[src/rtl/xadac_sb_if.sv]
// Issue/retire/status bundle between an instruction issuer and the xadac scoreboard.
// The master issues and retires; the slave (the scoreboard) answers with ready and occupancy.
interface xadac_sb_if #(
  parameter int NoRs         = 2,
  parameter int NoVs         = 3,
  parameter int IdWidth      = 4,
  parameter int RegAddrWidth = 5,
  parameter int VecAddrWidth = 5
);
  localparam int SbLen = 2**IdWidth;

  logic                         iss_valid_i;
  logic                         iss_ready_o;
  logic [IdWidth-1:0]           iss_id_i;
  logic                         iss_rd_clobber_i;
  logic [RegAddrWidth-1:0]      iss_rd_addr_i;
  logic                         iss_vd_clobber_i;
  logic [VecAddrWidth-1:0]      iss_vd_addr_i;
  logic [NoRs-1:0]              iss_rs_read_i;
  logic [NoRs*RegAddrWidth-1:0] iss_rs_addr_i;
  logic [NoVs-1:0]              iss_vs_read_i;
  logic [NoVs*VecAddrWidth-1:0] iss_vs_addr_i;
  logic                         ret_valid_i;
  logic [IdWidth-1:0]           ret_id_i;
  logic [SbLen-1:0]             busy_o;
  logic [IdWidth:0]             count_o;
  logic                         empty_o;
  logic                         full_o;
  logic                         err_o;

  modport master (
    output iss_valid_i, iss_id_i, iss_rd_clobber_i, iss_rd_addr_i,
           iss_vd_clobber_i, iss_vd_addr_i, iss_rs_read_i, iss_rs_addr_i,
           iss_vs_read_i, iss_vs_addr_i, ret_valid_i, ret_id_i,
    input  iss_ready_o, busy_o, count_o, empty_o, full_o, err_o
  );

  modport slave (
    input  iss_valid_i, iss_id_i, iss_rd_clobber_i, iss_rd_addr_i,
           iss_vd_clobber_i, iss_vd_addr_i, iss_rs_read_i, iss_rs_addr_i,
           iss_vs_read_i, iss_vs_addr_i, ret_valid_i, ret_id_i,
    output iss_ready_o, busy_o, count_o, empty_o, full_o, err_o
  );
endinterface

[src/rtl/xadac_sb.sv]
// Per-ID scoreboard tracking pending scalar/vector destinations; RAW/WAW/ID-reuse gate issue.
// State updates one cycle after accept/retire; ready is combinational, retire is never stalled.
module xadac_sb #(
  parameter int NoRs         = 2,
  parameter int NoVs         = 3,
  parameter int IdWidth      = 4,
  parameter int RegAddrWidth = 5,
  parameter int VecAddrWidth = 5,
  parameter bit Bypass       = 1'b1
) (
  input logic       clk_i,
  input logic       rst_i,
  xadac_sb_if.slave sb
);
  localparam int SbLen = 2**IdWidth;

  logic [SbLen-1:0]        valid_q;
  logic [SbLen-1:0]        rd_clob_q;
  logic [SbLen-1:0]        vd_clob_q;
  logic [RegAddrWidth-1:0] rd_addr_q [SbLen];
  logic [VecAddrWidth-1:0] vd_addr_q [SbLen];
  logic [IdWidth:0]        count_q;
  logic                    err_q;

  logic [SbLen-1:0] visible;
  logic [SbLen-1:0] conflict;
  logic             full;
  logic             accept;
  logic             ret_hit;

  // With bypass, the entry retiring this cycle no longer blocks anything.
  always_comb begin
    visible = valid_q;
    if (Bypass && sb.ret_valid_i) visible[sb.ret_id_i] = 1'b0;
  end

  always_comb begin
    conflict = '0;
    for (int e = 0; e < SbLen; e++) begin
      if (rd_clob_q[e] && sb.iss_rd_clobber_i && sb.iss_rd_addr_i != '0 &&
          sb.iss_rd_addr_i == rd_addr_q[e])
        conflict[e] = 1'b1;
      if (vd_clob_q[e] && sb.iss_vd_clobber_i && sb.iss_vd_addr_i == vd_addr_q[e])
        conflict[e] = 1'b1;
      for (int j = 0; j < NoRs; j++) begin
        if (rd_clob_q[e] && sb.iss_rs_read_i[j] &&
            sb.iss_rs_addr_i[j*RegAddrWidth +: RegAddrWidth] != '0 &&
            sb.iss_rs_addr_i[j*RegAddrWidth +: RegAddrWidth] == rd_addr_q[e])
          conflict[e] = 1'b1;
      end
      for (int j = 0; j < NoVs; j++) begin
        if (vd_clob_q[e] && sb.iss_vs_read_i[j] &&
            sb.iss_vs_addr_i[j*VecAddrWidth +: VecAddrWidth] == vd_addr_q[e])
          conflict[e] = 1'b1;
      end
    end
  end

  assign full    = (count_q == (IdWidth+1)'(SbLen));
  assign accept  = sb.iss_valid_i && sb.iss_ready_o;
  assign ret_hit = sb.ret_valid_i && valid_q[sb.ret_id_i];

  assign sb.iss_ready_o = !full && !visible[sb.iss_id_i] && !(|(conflict & visible));
  assign sb.busy_o      = valid_q;
  assign sb.count_o     = count_q;
  assign sb.empty_o     = (count_q == '0);
  assign sb.full_o      = full;
  assign sb.err_o       = err_q;

  // Accept is applied after retire so a same-ID retire+reissue leaves the entry live.
  always_ff @(posedge clk_i) begin
    if (rst_i) begin
      valid_q <= '0;
      count_q <= '0;
      err_q   <= 1'b0;
    end else begin
      if (ret_hit) valid_q[sb.ret_id_i] <= 1'b0;
      if (accept)  valid_q[sb.iss_id_i] <= 1'b1;
      if (sb.ret_valid_i && !ret_hit) err_q <= 1'b1;
      count_q <= count_q + (IdWidth+1)'(accept) - (IdWidth+1)'(ret_hit);
    end
  end

  always_ff @(posedge clk_i) begin
    if (accept && !rst_i) begin
      rd_clob_q[sb.iss_id_i] <= sb.iss_rd_clobber_i;
      rd_addr_q[sb.iss_id_i] <= sb.iss_rd_addr_i;
      vd_clob_q[sb.iss_id_i] <= sb.iss_vd_clobber_i;
      vd_addr_q[sb.iss_id_i] <= sb.iss_vd_addr_i;
    end
  end
endmodule
[src/flat_wrapper.sv]
// flat-port wrapper written by rule: the top's interface ports become plain ports
module xadac_sb_flat 
#(
  parameter int NoRs         = 2,
  parameter int NoVs         = 3,
  parameter int IdWidth      = 4,
  parameter int RegAddrWidth = 5,
  parameter int VecAddrWidth = 5,
  parameter bit Bypass       = 1'b1
)
  (clk_i, rst_i, sb_iss_valid_i, sb_iss_id_i, sb_iss_rd_clobber_i, sb_iss_rd_addr_i, sb_iss_vd_clobber_i, sb_iss_vd_addr_i, sb_iss_rs_read_i, sb_iss_rs_addr_i, sb_iss_vs_read_i, sb_iss_vs_addr_i, sb_ret_valid_i, sb_ret_id_i, sb_iss_ready_o, sb_busy_o, sb_count_o, sb_empty_o, sb_full_o, sb_err_o);
  xadac_sb_if #(.NoRs(NoRs), .NoVs(NoVs), .IdWidth(IdWidth), .RegAddrWidth(RegAddrWidth), .VecAddrWidth(VecAddrWidth)) sb_i ();
  input logic clk_i;
  input logic rst_i;
  input wire logic [$bits(sb_i.iss_valid_i)-1:0] sb_iss_valid_i;
  input wire logic [$bits(sb_i.iss_id_i)-1:0] sb_iss_id_i;
  input wire logic [$bits(sb_i.iss_rd_clobber_i)-1:0] sb_iss_rd_clobber_i;
  input wire logic [$bits(sb_i.iss_rd_addr_i)-1:0] sb_iss_rd_addr_i;
  input wire logic [$bits(sb_i.iss_vd_clobber_i)-1:0] sb_iss_vd_clobber_i;
  input wire logic [$bits(sb_i.iss_vd_addr_i)-1:0] sb_iss_vd_addr_i;
  input wire logic [$bits(sb_i.iss_rs_read_i)-1:0] sb_iss_rs_read_i;
  input wire logic [$bits(sb_i.iss_rs_addr_i)-1:0] sb_iss_rs_addr_i;
  input wire logic [$bits(sb_i.iss_vs_read_i)-1:0] sb_iss_vs_read_i;
  input wire logic [$bits(sb_i.iss_vs_addr_i)-1:0] sb_iss_vs_addr_i;
  input wire logic [$bits(sb_i.ret_valid_i)-1:0] sb_ret_valid_i;
  input wire logic [$bits(sb_i.ret_id_i)-1:0] sb_ret_id_i;
  output wire logic [$bits(sb_i.iss_ready_o)-1:0] sb_iss_ready_o;
  output wire logic [$bits(sb_i.busy_o)-1:0] sb_busy_o;
  output wire logic [$bits(sb_i.count_o)-1:0] sb_count_o;
  output wire logic [$bits(sb_i.empty_o)-1:0] sb_empty_o;
  output wire logic [$bits(sb_i.full_o)-1:0] sb_full_o;
  output wire logic [$bits(sb_i.err_o)-1:0] sb_err_o;
  assign sb_i.iss_valid_i = sb_iss_valid_i;
  assign sb_i.iss_id_i = sb_iss_id_i;
  assign sb_i.iss_rd_clobber_i = sb_iss_rd_clobber_i;
  assign sb_i.iss_rd_addr_i = sb_iss_rd_addr_i;
  assign sb_i.iss_vd_clobber_i = sb_iss_vd_clobber_i;
  assign sb_i.iss_vd_addr_i = sb_iss_vd_addr_i;
  assign sb_i.iss_rs_read_i = sb_iss_rs_read_i;
  assign sb_i.iss_rs_addr_i = sb_iss_rs_addr_i;
  assign sb_i.iss_vs_read_i = sb_iss_vs_read_i;
  assign sb_i.iss_vs_addr_i = sb_iss_vs_addr_i;
  assign sb_i.ret_valid_i = sb_ret_valid_i;
  assign sb_i.ret_id_i = sb_ret_id_i;
  assign sb_iss_ready_o = sb_i.iss_ready_o;
  assign sb_busy_o = sb_i.busy_o;
  assign sb_count_o = sb_i.count_o;
  assign sb_empty_o = sb_i.empty_o;
  assign sb_full_o = sb_i.full_o;
  assign sb_err_o = sb_i.err_o;
  xadac_sb #(.NoRs(NoRs), .NoVs(NoVs), .IdWidth(IdWidth), .RegAddrWidth(RegAddrWidth), .VecAddrWidth(VecAddrWidth), .Bypass(Bypass)) u_core (.clk_i(clk_i), .rst_i(rst_i), .sb(sb_i));
endmodule
[config.mk]
export PLATFORM = sky130hd
export DESIGN_NAME = xadac_sb_flat
export DESIGN_NICKNAME = d
export VERILOG_FILES = /design/src/rtl/xadac_sb_if.sv /design/src/rtl/xadac_sb.sv /design/src/flat_wrapper.sv
export SDC_FILE = /design/constraint.sdc
export NUM_CORES = 1
export LEC_CHECK = 0
export ABC_AREA = 1
export BUFFER_PORTS_ARGS = -buffer_cell sky130_fd_sc_hd__buf_4
export CORE_MARGIN = 8
export CORE_UTILIZATION = 40
export CTS_BUF_LIST = sky130_fd_sc_hd__clkbuf_8
export CTS_CLUSTER_DIAMETER = 60
export DETAILED_ROUTE_END_ITERATION = 16
export PLACE_DENSITY = 0.62
export SLEW_MARGIN = 0
export SYNTH_ARGS = -nofsm -noshare
export SYNTH_HDL_FRONTEND = slang
export SYNTH_SLANG_ARGS = --single-unit
[constraint.sdc]
create_clock -name clk_i -period 2.9 [get_ports clk_i]
set_clock_uncertainty 0.05 [all_clocks]
set_input_delay 0.145 -clock clk_i [delete_from_list [all_inputs] [get_ports clk_i]]
set_output_delay 0.145 -clock clk_i [all_outputs]
set_load 0.05 [all_outputs]
==> results.json, run 1 <==
{
  "yosys.area_share.simple_pct": 37.1,
  "gp_congestion": 0.974,
  "finalHoldViolations": 0,
  "ys_ff_latch": 214,
  "drt_iter0_drc": 2355,
  "grt_first_pass_wirelength_um": 113000,
  "io_buffers": 78,
  "fin_crit_ps": 3000,
  "holdWs_ps": 47.2,
  "fmax_mhz": 333,
  "cts_tree": "done",
  "die_h_um": 222,
  "via_per_inst": 5.47,
  "timing.setup.tns_ps": -310,
  "timing.hold.worst_path_depth": 4,
  "antenna_found_initial": 0,
  "vdd_drop_max_mv": 0.311,
  "setup_slack_ps": -98.9,
  "synth_warnings": 0,
  "grt_max_degree": 31,
  "yosysTopAreaCellShare_pct": 33.8,
  "syn_to_final_growth_pct": 31.5,
  "path_class": "reg -> out",
  "postSynthAreaPerCell_um2": 6.58,
  "stdcell_area_um2": 22400,
  "htree_levels": 2,
  "diodes": 0,
  "leakage_nw": 10.9,
  "nNetsFinal": 3031,
  "synth_area_leaders": "edfxtp_1 (34%), nand2_1 (21%), nor2_1 (9.2%)",
  "grt_pass1_vias": 18482,
  "post-place-cells": 3398,
  "regArea_um2": 6210,
  "start_kind": "register",
  "synthAdderAreaFrac_pct": 0.558,
  "yosysUniqueCellTypes": 42,
  "powerDensity_nw_per_um2": 391,
  "n_fill_cell": 4111,
  "worstMarginPinSlew_ps": 670,
  "drt-total-wl_um": 75200,
  "dieArea_um2": 49500,
  "endpoint_kind": "primary output",
  "ios": 79,
  "pwr-share-clk_pct": 33.5,
  "cts.sink_count": 214,
  "async_flop_share_pct": 0,
  "grt_usage_pct": 29.6,
  "crit_chain": "buf_6 -> nand2_2 -> nand2_2 -> nor3_2 -> nand2_1 -> nor2_4 -> nor2_1 -> nand2_1 -> nand2_1 -> nand2_2 -> nor2_4 -> nand3_4 -> nor2_8 -> buf_6 -> buf_8 -> buf_12",
  "critPathMaxFanout": 7,
  "synth_xor_area_share_pct": 7.24,
  "drive_above_1_share_pct": 20.8,
  "synth_edf_count": 192,
  "swShare_pct": 33.2,
  "synthMuxAreaShare_pct": 0,
  "power.total_mw": 8.76,
  "cts.clk_slew.worst_paths_ps": 60,
  "rsz0062_at_grt": "true",
  "multiInputGateArea_um2": 9370,
  "synth_top_family_by_area": "simple AND/OR/NAND/NOR gates",
  "synth_top_area_cell": "edfxtp_1",
  "hpwl_um": 54900,
  "dpl_cell_area_um2": 20800,
  "fin_util_pct": 53.3,
  "crit_slowest_cell": "edfxtp_1",
  "ant_nets": 0,
  "setup_viol": 15,
  "violations": "setup timing",
  "vias": 19380,
  "cts-root-buf": "clkbuf_8",
  "coreArea_um2": 42000,
  "drv_cap": 0,
  "start_util_pct": 40.6,
  "rows": 75,
  "min_path_type": "in -> reg",
  "firstDrtPassIters": 6,
  "status": "complete, but fails checks",
  "clk_path_buf_depth": 3,
  "combPwrFrac_pct": 26.7,
  "synth-main-ff-cell": "edfxtp_1",
  "fin_cells": 3543,
  "drv_slew": 0,
  "clkLatencyLatePin_ps": 620,
  "die_w_um": 222,
  "layout.cells.most_common": "nand2_1",
  "synth_area_um2": 17100,
  "fin_crit_sh_pct": 103,
  "ys_seq_area_share_pct": 36.4,
  "p_seq_share_pct": 39.8,
  "critPathRequiredTime_ps": 2710,
  "max_slew_margin_pct": 55.3,
  "reg2regPathDepth": 22,
  "numCtsBuffers": 43,
  "mostFrequentLayoutCells": "nand2_1 (921), nor2_1 (401), buf_4 (357), inv_1 (220), edfxtp_1 (192)",
  "dpl_worst_slack_ps": -324,
  "grt.overflow.total": 0,
  "p_switching_mw": 2.91,
  "slowest_delay_ps": 450,
  "route.detailed.drc": 0,
  "synth_compound_area_share_pct": 8.95,
  "routedWlPerCell_um": 21.2,
  "cell_internal_pwr_mw": 5.86,
  "worstPathArrival_ps": 2800,
  "syn_inst": 2590,
  "syn_nets": 2651
}
[cell usage after synthesis, drive strengths merged (24+ instances only)]
cell / count
inv: 262
o22ai: 25
nand2: 945
edfxtp: 192
xor2: 88
clkbuf: 24
a21oi: 61
buf: 99
nand4: 31
nor2: 424
o21ai: 131
xnor2: 53
nand3: 136
nor3: 33
[what timing repair did]
| item | 4_1_cts | 5_1_grt |
|---|---|---|
| hold buffers | 21 | 0 |
| endpoints found under the setup margin | 154 | 197 |
| cloned | 0 | 2 |
| buffers inserted | 16 | 28 |
| hold endpoints to repair | 148 | 0 |
| gates resized for setup | 33 | 81 |
| pin swaps | 4 | 26 |
[kinds of logic (layout without fill, tap and decap cells)]
family | count (synthesis) | in the layout
buf+inv | 387 | 801
xor+xnor | 141 | 141
fa+ha+maj | 7 | 7
simple gates | 1573 | 1573
flops | 214 | 214
compound gates | 268 | 268
[layer usage]
| layer | global-route usage (%) | vias up | part of all wire, % |
|---|---|---|---|
| li1 | - | 9004 | - |
| met1 | 38.3 | 8923 | 41 |
| met2 | 46.4 | 1157 | 44 |
| met3 | 5.99 | 296 | 9.9 |
| met4 | 15.1 | 0 | 5.7 |
| met5 | 0 | - | 0 |
[state kept, by name, indices dropped and copies added (netlist names)]
register           count
u_core.rd_addr_q      80
u_core.vd_addr_q      80
u_core.sb.count_o      5
u_core.sb.err_o        1
u_core.vd_clob_q      16
u_core.sb.busy_o      16
u_core.rd_clob_q      16
[path summary, 6_finish.rpt]
check	startpoint	endpoint	slack [ps]
setup / recovery	u_core.vd_addr_q[7][0]	sb_iss_ready_o	-100
hold / removal	sb_ret_id_i[1]	u_core.sb.busy_o[15]	50
setup reg to reg	u_core.vd_addr_q[7][0]	u_core.sb.count_o[4]	-70
hold reg to reg	u_core.sb.err_o	u_core.sb.err_o	430
[worst max-delay path, delay by kind of cell (launching register included)]
| kind | cells | cell delay [ps] |
|---|---|---|
| buf+inv | 4 | 550 |
| simple gates | 12 | 1170 |
| flops | 1 | 450 |
[power groups by stage]
stage | Combinational [mW] | Sequential [mW] | Clock (mW)
after detailed placement | 2.15 | 3.55 | 0
after floorplan | 1.06 | 3.65 | 0
after global routing | 2.49 | 3.50 | 3.14
final | 2.34 | 3.49 | 2.93
after global placement | 2.14 | 3.55 | 0
after CTS | 2.24 | 3.49 | 3.00
[final cells by class]
class / instances / area share [%]
Multi-Input combinational cell: 1989 / 41.8
Inverter: 264 / 4.44
Clock buffer: 48 / 2.95
Tap cell: 539 / 3.01
Timing Repair Buffer: 458 / 19.6
Sequential cell: 214 / 27.7
Clock inverter: 31 / 0.558
No activity file was read; power rests on OpenSTA's default activity.
==> inputs of run 2 (changes only) <==
==> constraint.sdc (replaced) <==
create_clock -name clk_i -period 2.9 [get_ports clk_i]
set_clock_uncertainty 0.05 [all_clocks]
set_input_delay 0.58 -clock clk_i [delete_from_list [all_inputs] [get_ports clk_i]]
set_output_delay 0.58 -clock clk_i [all_outputs]
set_load 0.05 [all_outputs]
==> run 2 against run 1 <==
The run still ends with setup timing left. Maximum frequency down 10%. Routed wire length up 1.3%. Global-route usage up 0.068 points. Core utilization up 1.1 points. Cell area up 2.1%. First-iteration DRC count down 3.1%. Clock power up 16%. Clock-buffer cell count unchanged. Sequential cell count unchanged. Sequential share of layout area down 0.58 points. Highest routed layer is now met5.
==> results.json, run 2 (synthesis results as in run 1) <==
{
  "clkLatencyLatePin_ps": 630,
  "fin_crit_ps": 3350,
  "route.detailed.drc": 0,
  "rr_endpoint": "u_core.rd_addr_q[13][2]",
  "drt_iter0_drc": 2283,
  "diodes": 0,
  "gp_congestion": 1.01,
  "coreArea_um2": 42000,
  "violations": "setup timing",
  "critPathRequiredTime_ps": 2270,
  "syn_to_final_growth_pct": 34.3,
  "max_slew_margin_pct": 30.1,
  "dpl_worst_slack_ps": -717,
  "vias": 19376,
  "cts.clk_slew.worst_paths_ps": 70,
  "top_regs": "u_core.rd_addr_q x80, u_core.vd_addr_q x80",
  "timing.rr.start": "u_core.vd_addr_q[12][4]",
  "io_buffers": 78,
  "start_kind": "register",
  "layout.cells.most_common": "nand2_1",
  "vdd_drop_max_mv": 0.335,
  "drv_slew": 0,
  "startpoint": "u_core.vd_addr_q[12][4]",
  "timing.hold.worst_path_depth": 2,
  "endpoint_kind": "primary output",
  "start_util_pct": 40.6,
  "drt-total-wl_um": 76200,
  "hold_path.startpoint": "rst_i",
  "multiInputGateArea_um2": 9500,
  "htree_levels": 2,
  "critPathMaxFanout": 7,
  "die_h_um": 222,
  "antenna_found_initial": 1,
  "routedWlPerCell_um": 21.4,
  "powerDensity_nw_per_um2": 411,
  "rsz0062_at_grt": "true",
  "cts.sink_count": 214,
  "path_class": "reg -> out",
  "worstMarginPinSlew_ps": 1050,
  "grt_first_pass_wirelength_um": 112000,
  "mostFrequentLayoutCells": "nand2_1 (920), nor2_1 (400), buf_4 (380), inv_1 (219), edfxtp_1 (192)",
  "fin_crit_sh_pct": 116,
  "worstPathArrival_ps": 2720,
  "firstDrtPassIters": 6,
  "status": "complete, but fails checks",
  "cts-root-buf": "clkbuf_8",
  "grt_pass1_vias": 18583,
  "power.total_mw": 9.41,
  "min_path_type": "in -> reg",
  "grt_max_degree": 22,
  "ios": 79,
  "drv_cap": 0,
  "clk_path_buf_depth": 3,
  "hpwl_um": 55300,
  "fmax_mhz": 298,
  "drive_above_1_share_pct": 22.1,
  "die_w_um": 222,
  "ant_nets": 0,
  "setup_slack_ps": -451,
  "regArea_um2": 6210,
  "leakage_nw": 11.0,
  "dieArea_um2": 49500,
  "rrSetupSlack_ps": -270,
  "via_per_inst": 5.45,
  "n_fill_cell": 4107,
  "grt_usage_pct": 29.6,
  "numCtsBuffers": 42,
  "nNetsFinal": 3049,
  "rows": 75,
  "finalHoldViolations": 0,
  "grt.overflow.total": 0,
  "reg2regPathDepth": 19,
  "cts_tree": "done",
  "setup_viol": 204,
  "min_to": "u_core.sb.count_o[2]"
}
-- run 2: stage by stage --
step	std cells	setup TNS (ps)	hold slack [ps]	utilization (%)	instance area (µm²)
2_1_floorplan	2590	-232	601	-	17200
3_3_place_gp	3430	-133920	402	49.9	21000
3_5_place_dp	3430	-124650	423	49.9	21000
4_1_cts	3545	-21120	89.2	53.8	22600
5_1_grt	3558	-49090	133	54.5	22900
6_report	3558	-34600	131	54.5	22900
-- run 2: worst max path at each step --
stage          slack (ps)              endpoint
3_5_place_dp         -720  u_core.sb.count_o[4]
3_3_place_gp         -800  u_core.sb.count_o[4]
5_1_grt              -510        sb_iss_ready_o
2_1_floorplan        -150  u_core.sb.count_o[4]
4_1_cts              -380        sb_iss_ready_o
6_report             -450        sb_iss_ready_o
-- run 2: layout make-up --
cell class	count	share of cell area, %
inverter	264	4.50
timing repair buffer	477	20.0
clock inverter	27	1.10
multi-input combinational	1989	41.5
clock buffer	48	2.89
tap	539	2.95
sequential	214	27.1
-- run 2: per-layer routing --
metal  vias to the layer above  GRT usage (%)  wire (µm)
li1                       9040              -          -
met1                      8912           38.0      30700
met5                         -              0         13
met4                         2           15.0       3900
met3                       258           5.69       7800
met2                      1164           47.3      33800
-- run 2: repair_timing --
| action | in CTS | in global routing |
|---|---|---|
| pin swaps | 24 | 22 |
| resized for setup | 109 | 57 |
| buffers inserted | 36 | 19 |
| cloned | 6 | 3 |
| hold buffers | 0 | 0 |
| hold endpoints to repair | 0 | 0 |
| endpoints found under the setup margin | 197 | 211 |
-- run 2: power breakdown --
group / switching (mW) / internal (mW) / leakage, nW
clock: 1.43 / 1.96 / 0.493
combinational: 1.51 / 1.02 / 8.58
sequential: 0.0650 / 3.43 / 1.91
-- run 2: critical path: stages (launching register included) --
cell and delay, ps:
edfxtp_1 510, o21ai_0 230, nor2_1 70, nand3_1 100
nand2_1 90, nor2_4 170, nand2_4 70, nand2_2 70
nand2_1 50, nor2_2 170, nand3_4 140, nor2_8 150
buf_6 120, buf_8 130
